==> src/rtl/wb_fml_bridge.sv <==
// wb_fml_bridge
//   Converts single-beat Wishbone accesses into 4-word FML line bursts for the
//   DDR controller. A one-line read buffer serves repeated reads within the
//   same 16-byte line without DDR traffic. Writes go straight through to DDR:
//   all four words of the line are pushed, and only the addressed word carries
//   byte enables.
//
// Ports
//   clk, reset              system clock, asynchronous active-high reset
//   wb_cyc_i/wb_stb_i       Wishbone request (cyc & stb)
//   wb_we_i                 1 = write
//   wb_adr_i                byte address, bits [adr_width-1:2] used
//   wb_dat_i, wb_sel_i      write data and byte selects
//   wb_dat_o, wb_ack_o      read data and one-cycle acknowledge
//   fml_adr                 line-aligned burst address
//   fml_rd, fml_wr          burst requests, held until fml_done
//   fml_done                command accept from the controller
//   fml_wdat/wbe/wnext      write FIFO push port
//   fml_rempty/rnext/rdat   read FIFO pop port (first-word fall-through)
module wb_fml_bridge #(
  parameter int adr_width = 25
) (
  input  logic                 clk,
  input  logic                 reset,
  input  logic                 wb_cyc_i,
  input  logic                 wb_stb_i,
  input  logic                 wb_we_i,
  input  logic [31:0]          wb_adr_i,
  input  logic [31:0]          wb_dat_i,
  input  logic [3:0]           wb_sel_i,
  output logic [31:0]          wb_dat_o,
  output logic                 wb_ack_o,
  output logic [adr_width-1:0] fml_adr,
  output logic                 fml_rd,
  output logic                 fml_wr,
  input  logic                 fml_done,
  output logic [31:0]          fml_wdat,
  output logic [3:0]           fml_wbe,
  output logic                 fml_wnext,
  input  logic                 fml_rempty,
  output logic                 fml_rnext,
  input  logic [31:0]          fml_rdat
);

  typedef enum logic [2:0] {IDLE, WPUSH, WCMD, RCMD, RFILL, ACK} state_t;

  state_t state;
  state_t state_next;

  logic                 req;
  logic [adr_width-5:0] adr_tag;
  logic                 hit;
  logic                 pop;

  logic [adr_width-1:2] req_adr;
  logic                 req_we;
  logic [31:0]          req_dat;
  logic [3:0]           req_sel;
  logic [1:0]           req_idx;
  logic [adr_width-5:0] req_tag;

  logic [adr_width-5:0] buf_tag;
  logic                 buf_valid;
  logic [31:0]          buf_mem [4];
  logic [1:0]           cnt;

  // Address bits above the FML space and the byte offset are not used.
  logic                 unused_adr_bits;
  assign unused_adr_bits = ^{wb_adr_i[31:adr_width], wb_adr_i[1:0]};

  assign req     = wb_cyc_i & wb_stb_i;
  assign adr_tag = wb_adr_i[adr_width-1:4];
  assign hit     = buf_valid && (buf_tag == adr_tag);
  assign req_idx = req_adr[3:2];
  assign req_tag = req_adr[adr_width-1:4];
  assign pop     = (state == RFILL) && !fml_rempty;

  // State register.
  always_ff @(posedge clk or posedge reset) begin
    if (reset) state <= IDLE;
    else       state <= state_next;
  end

  // Next-state logic. A request is only looked at in IDLE; once accepted the
  // burst always runs to completion even if the master drops cyc.
  always_comb begin
    state_next = state;
    case (state)
      IDLE: begin
        if (req) begin
          if (wb_we_i)  state_next = WPUSH;
          else if (hit) state_next = ACK;
          else          state_next = RCMD;
        end
      end
      WPUSH: if (cnt == 2'd3)          state_next = WCMD;
      WCMD:  if (fml_done)             state_next = ACK;
      RCMD:  if (fml_done)             state_next = RFILL;
      RFILL: if (pop && cnt == 2'd3)   state_next = ACK;
      ACK:                             state_next = IDLE;
      default:                         state_next = IDLE;
    endcase
  end

  // Request capture, word counter and line buffer. The request is latched on
  // acceptance so the burst stays self-consistent if the master lets go of
  // the bus mid-transaction. A read miss invalidates the buffer and claims
  // its tag before the burst; a write hitting the buffered line merges its
  // selected bytes once the controller has accepted the write.
  always_ff @(posedge clk or posedge reset) begin
    if (reset) begin
      req_adr   <= '0;
      req_we    <= 1'b0;
      req_dat   <= '0;
      req_sel   <= '0;
      buf_tag   <= '0;
      buf_valid <= 1'b0;
      cnt       <= 2'd0;
      for (int i = 0; i < 4; i++) buf_mem[i] <= '0;
    end else begin
      case (state)
        IDLE: begin
          cnt <= 2'd0;
          if (req) begin
            req_adr <= wb_adr_i[adr_width-1:2];
            req_we  <= wb_we_i;
            req_dat <= wb_dat_i;
            req_sel <= wb_sel_i;
            if (!wb_we_i && !hit) begin
              buf_valid <= 1'b0;
              buf_tag   <= adr_tag;
            end
          end
        end
        WPUSH: cnt <= cnt + 2'd1;
        WCMD: begin
          if (fml_done && buf_valid && (buf_tag == req_tag)) begin
            for (int b = 0; b < 4; b++)
              if (req_sel[b]) buf_mem[req_idx][8*b +: 8] <= req_dat[8*b +: 8];
          end
        end
        RCMD: cnt <= 2'd0;
        RFILL: begin
          if (pop) begin
            buf_mem[cnt] <= fml_rdat;
            cnt          <= cnt + 2'd1;
            if (cnt == 2'd3) buf_valid <= 1'b1;
          end
        end
        default: ;
      endcase
    end
  end

  // Outputs decoded from state. Data paths are gated to zero outside the
  // states that own them so the bus is quiet when idle or in reset.
  always_comb begin
    wb_ack_o  = 1'b0;
    wb_dat_o  = '0;
    fml_rd    = 1'b0;
    fml_wr    = 1'b0;
    fml_wdat  = '0;
    fml_wbe   = '0;
    fml_wnext = 1'b0;
    fml_rnext = 1'b0;
    fml_adr   = {req_adr[adr_width-1:4], 4'b0000};
    case (state)
      WPUSH: begin
        fml_wnext = 1'b1;
        fml_wdat  = req_dat;
        fml_wbe   = (cnt == req_idx) ? req_sel : 4'b0000;
      end
      WCMD:  fml_wr    = 1'b1;
      RCMD:  fml_rd    = 1'b1;
      RFILL: fml_rnext = !fml_rempty;
      ACK: begin
        wb_ack_o = 1'b1;
        wb_dat_o = req_we ? 32'h0 : buf_mem[req_idx];
      end
      default: ;
    endcase
  end

endmodule

==> config.mk <==
export PLATFORM = sky130hd
export DESIGN_NAME = wb_fml_bridge
export DESIGN_NICKNAME = d
export VERILOG_FILES = /design/src/rtl/wb_fml_bridge.sv
export SDC_FILE = /design/constraint.sdc
export NUM_CORES = 1
export LEC_CHECK = 0
export CORE_ASPECT_RATIO = 1.2
export CORE_MARGIN = 1.5
export CORE_UTILIZATION = 40
export DETAILED_ROUTE_END_ITERATION = 8
export HOLD_SLACK_MARGIN = 0.15
export PLACE_DENSITY = 0.62
export RECOVER_POWER = 50
export SETUP_SLACK_MARGIN = 0.2
export SKIP_CTS_REPAIR_TIMING = 1
export SLEW_MARGIN = 25
export SYNTH_ARGS = -nofsm -noshare
export SYNTH_HDL_FRONTEND = slang
export SYNTH_SLANG_ARGS = --single-unit
==> constraint.sdc <==
create_clock -name clk -period 20.1 [get_ports clk]
set_input_delay 5.025 -clock clk [delete_from_list [all_inputs] [get_ports clk]]
set_output_delay 5.025 -clock clk [all_outputs]
set_load 0.01 [all_outputs]
==> results by group <==
STA
  – Min Tclk post-route: 11.79 ns
  – RSZ-0062 raised after global routing: no
  – Fmax: 84.8 MHz
  – Worst Skew: 0.0135 ns
  – Setup TNS: 0 ns
  – Final setup fails: 0
  – WHS: 0.514 ns
  – Period Utilization, post-route: 0.586
  – Final hold vios: 0
  – Min setup slack post-route: 8.31 ns
  – Slew Limit Headroom: -1.93
  – Max-slew violation count: 281
  – Slew @ Worst Pin: 4.37 ns

Setup path
  – Buf/Inv on CP: 3
  – Critical path required time: 15.07 ns
  – Critical Path Sink Type: primary output
  – R2r worst-path depth: 4
  – Worst Path Max Fanout: 6
  – Crit path depth: 4
  – Delay-heaviest family, CP: buffers and inverters
  – Crit-path cells: dlygate4sd3_1, or3_4, inv_1, clkdlybuf4s50_1
  – Critical path's slowest cell: dlygate4sd3_1
  – Setup CP Type: in -> out
  – CP Launch Type: input pin
  – Slowest cell delay on critical path: 0.63 ns
  – Critical Path AT: 6.76 ns

GRT
  – GRT Util Overall: 0.291
  – Met2 usage: 0.458
  – First-pass GRT wire length: 90.0 mm
  – Met1 layer usage reported by global route: 0.372
  – Most crowded layer after global routing: met2
  – Met3 usage: 0.0753
  – Vias in the first global route: 15,059
  – Largest net degree at the start of global routing: 257
  – Initial antenna violation count: 1
  – GRT overflow: 0

Pwr
  – Pwr dens: 139 nW/um^2
  – Leak: 5.91 nW
  – Switching portion of total power: 0.445
  – Switching pwr: 1.12 mW
  – Power share of the combinational group: 0.524
  – Clock power frac: 0.198
  – Internal cell power: 1.39 mW
  – Max IR drop VDD: 0.0983 mV
  – Design Power: 2.51 mW
  – Sequential share of power: 0.278

Synth
  – Yosys warns: 0
  – Mux cell area share after synthesis: 0.119
  – Sequential element share of the synthesized area: 0.353
  – Post-synth cell types: 50
  – XOR/XNOR Fraction of Synth Area: 0.0230
  – Top cell type's share of synthesized area: 0.353
  – Async S/R FF share, synth: 1.00
  – Synth top area cells: dfrtp_1, a32o_1, a221oi_1, and3_1, o211ai_1
  – Synth Area in Compound Gates: 0.231
  – Most frequent cell after synthesis: dfrtp_1
  – Synth area leader: dfrtp_1
  – Main combinational cell family by area after synthesis: compound AO/OA/AOI/OAI gates
  – Ys flop type: dfrtp_1
  – Syn_area_per_cell: 9.83 sq um
  – Simple-Gate Fraction of Synth Area: 0.204
  – Syn Inst Count: 1,552
  – Number of flops mapped to enable cells by yosys: 0
  – Top post-synthesis cells by count: dfrtp_1, and3_1, clkbuf_1
  – Cell area after synthesis: 15,300 sq um
  – Post-Synth Adder-Cell Area: 0.00328
  – FF+latch count, synth: 215

Finish
  – Post-route cell area: 18,000 sq um
  – Final nets: 1,702
  – Diode count: 0
  – Synth-to-Final Area Change: 18.1%
  – # fillers: 3,503
  – Layout cells sized above 1: 0.138
  – Register Area: 5380 sq um
  – Area of the multi-input gates: 8950 sq um

Worst hold path
  – Hold Path Depth: 1
  – Worst Hold Class: reg -> reg

Outcome
  – Status: finished with violations
  – Failing checks: capacitance limit, slew limit

Clock network
  – CTS tree: built
  – Clock transition at path regs: 0.06 ns
  – Clock sink count: 215
  – Level count of the clock H-tree: 1
  – Clk Latency, worst-skew pair: 0.56 ns
  – CTS max path bufs: 3
  – Total CTS buffers: 26
  – Clock root buffer: clkbuf_16

Placed design
  – Post-DP Area: 17,100 sq um
  – IO buf count: 191
  – Hpwl dp: 33.2 mm
  – Pre-CTS WS: 8.41 ns
  – Gpl congestion: 0.853

Floorplanning
  – Initial Util: 0.405
  – Num ports: 205
  – DIE AREA: 39,300 sq um
  – Die width: 181 um
  – Core box area: 37,700 sq um
  – # rows: 78
  – Die height: 217 um

Routing
  – DRC errors left: 0
  – Vias/cell: 7.25
  – Vias: 15,164
  – Drt wl/cell: 28.1 um
  – Routed WL: 58.8 mm
  – Detailed Route Iter0 Violations: 1,895
  – First-pass detailed-route iteration total: 5
  – Detail Route Antenna Nets: 0

Flow run
  – Total of max-cap violations: 4
## cell type report
type	count	area share
clock buffers	39	0.0433
well taps	480	0.0333
repair buffers	223	0.121
flip-flops and latches	215	0.299
multi-input cells	1117	0.497
clock inverters	9	0.00542
inverters	8	0.00174
## through the flow
stage	cells	utilization
4_1_cts	2090	0.478
5_1_grt	2091	0.478
2_1_floorplan	1555	-
3_5_place_dp	2042	0.455
6_report	2091	0.478
3_3_place_gp	2042	0.454
## placed cells by master, fill, tap and decap left out, drive strengths merged, types with 2 or more instances in the layout
master / n
conb: 4
ha: 4
nand4: 131
a32oi: 2
o21ai: 5
a21oi: 2
nor3: 4
clkinvlp: 2
clkinv: 6
buf: 29
nand2b: 6
nor4: 11
dlygate4sd3: 25
o211ai: 128
inv: 7
dfrtp: 215
nand2: 6
clkbuf: 42
nor2: 27
clkdlybuf4s50: 166
a221oi: 129
and3: 161
nand3: 129
bufinv: 2
nor2b: 39
mux2: 82
and2: 13
mux4: 32
mux2i: 16
nand3b: 2
and4: 2
a32o: 128
xor2: 39
## power by group through the flow
stage	Combinational [mW]	Sequential [mW]	Clock [mW]
after detailed placement	1.29	0.701	0
after global routing	1.39	0.713	0.518
final	1.32	0.698	0.497
after floorplan	0.900	0.623	0
after global placement	1.27	0.695	0
after CTS	1.30	0.694	0.501
## kinds of logic (layout without fill, tap and decap cells)
kind of cell,after synthesis,after routing
AND/OR/NAND/NOR,536,536
AO/OA/AOI/OAI,403,403
buffers and inverters,223,279
flip-flops,215,215
multiplexers,130,130
XOR/XNOR,40,40
adder cells (fa/ha/maj),4,4
other,1,4
## registers in the layout (all words and copies together), names as in the netlist
name and count:
buf_mem 128, req_dat 32, buf_valid 1, cnt 2, buf_tag 21, state 3
req_we 1, req_sel 4, req_adr 23
## per-layer routing
layer / part of all wire / vias to the layer above
li1: - / 6418
met4: 0.039 / 0
met1: 0.39 / 7558
met3: 0.11 / 194
met2: 0.46 / 994
met5: 0 / -
## final timing paths
kind / slack (ns) / endpoint / start
worst max-delay path: 8.31 / fml_rnext / fml_rempty
worst min-delay path: 0.51 / req_we$_DFFE_PP0P_ / req_we$_DFFE_PP0P_
worst max register to register: 15.24 / req_dat[20]$_DFFE_PP0P_ / state[0]$_DFFE_PP0P_
worst min register to register: 0.51 / req_we$_DFFE_PP0P_ / req_we$_DFFE_PP0P_
max in group asynchronous: 8.89 / buf_mem[45]$_DFFE_PP0P_ / reset
min in group asynchronous: 6.25 / req_dat[28]$_DFFE_PP0P_ / reset
No activity file was read; power rests on OpenSTA's default activity.
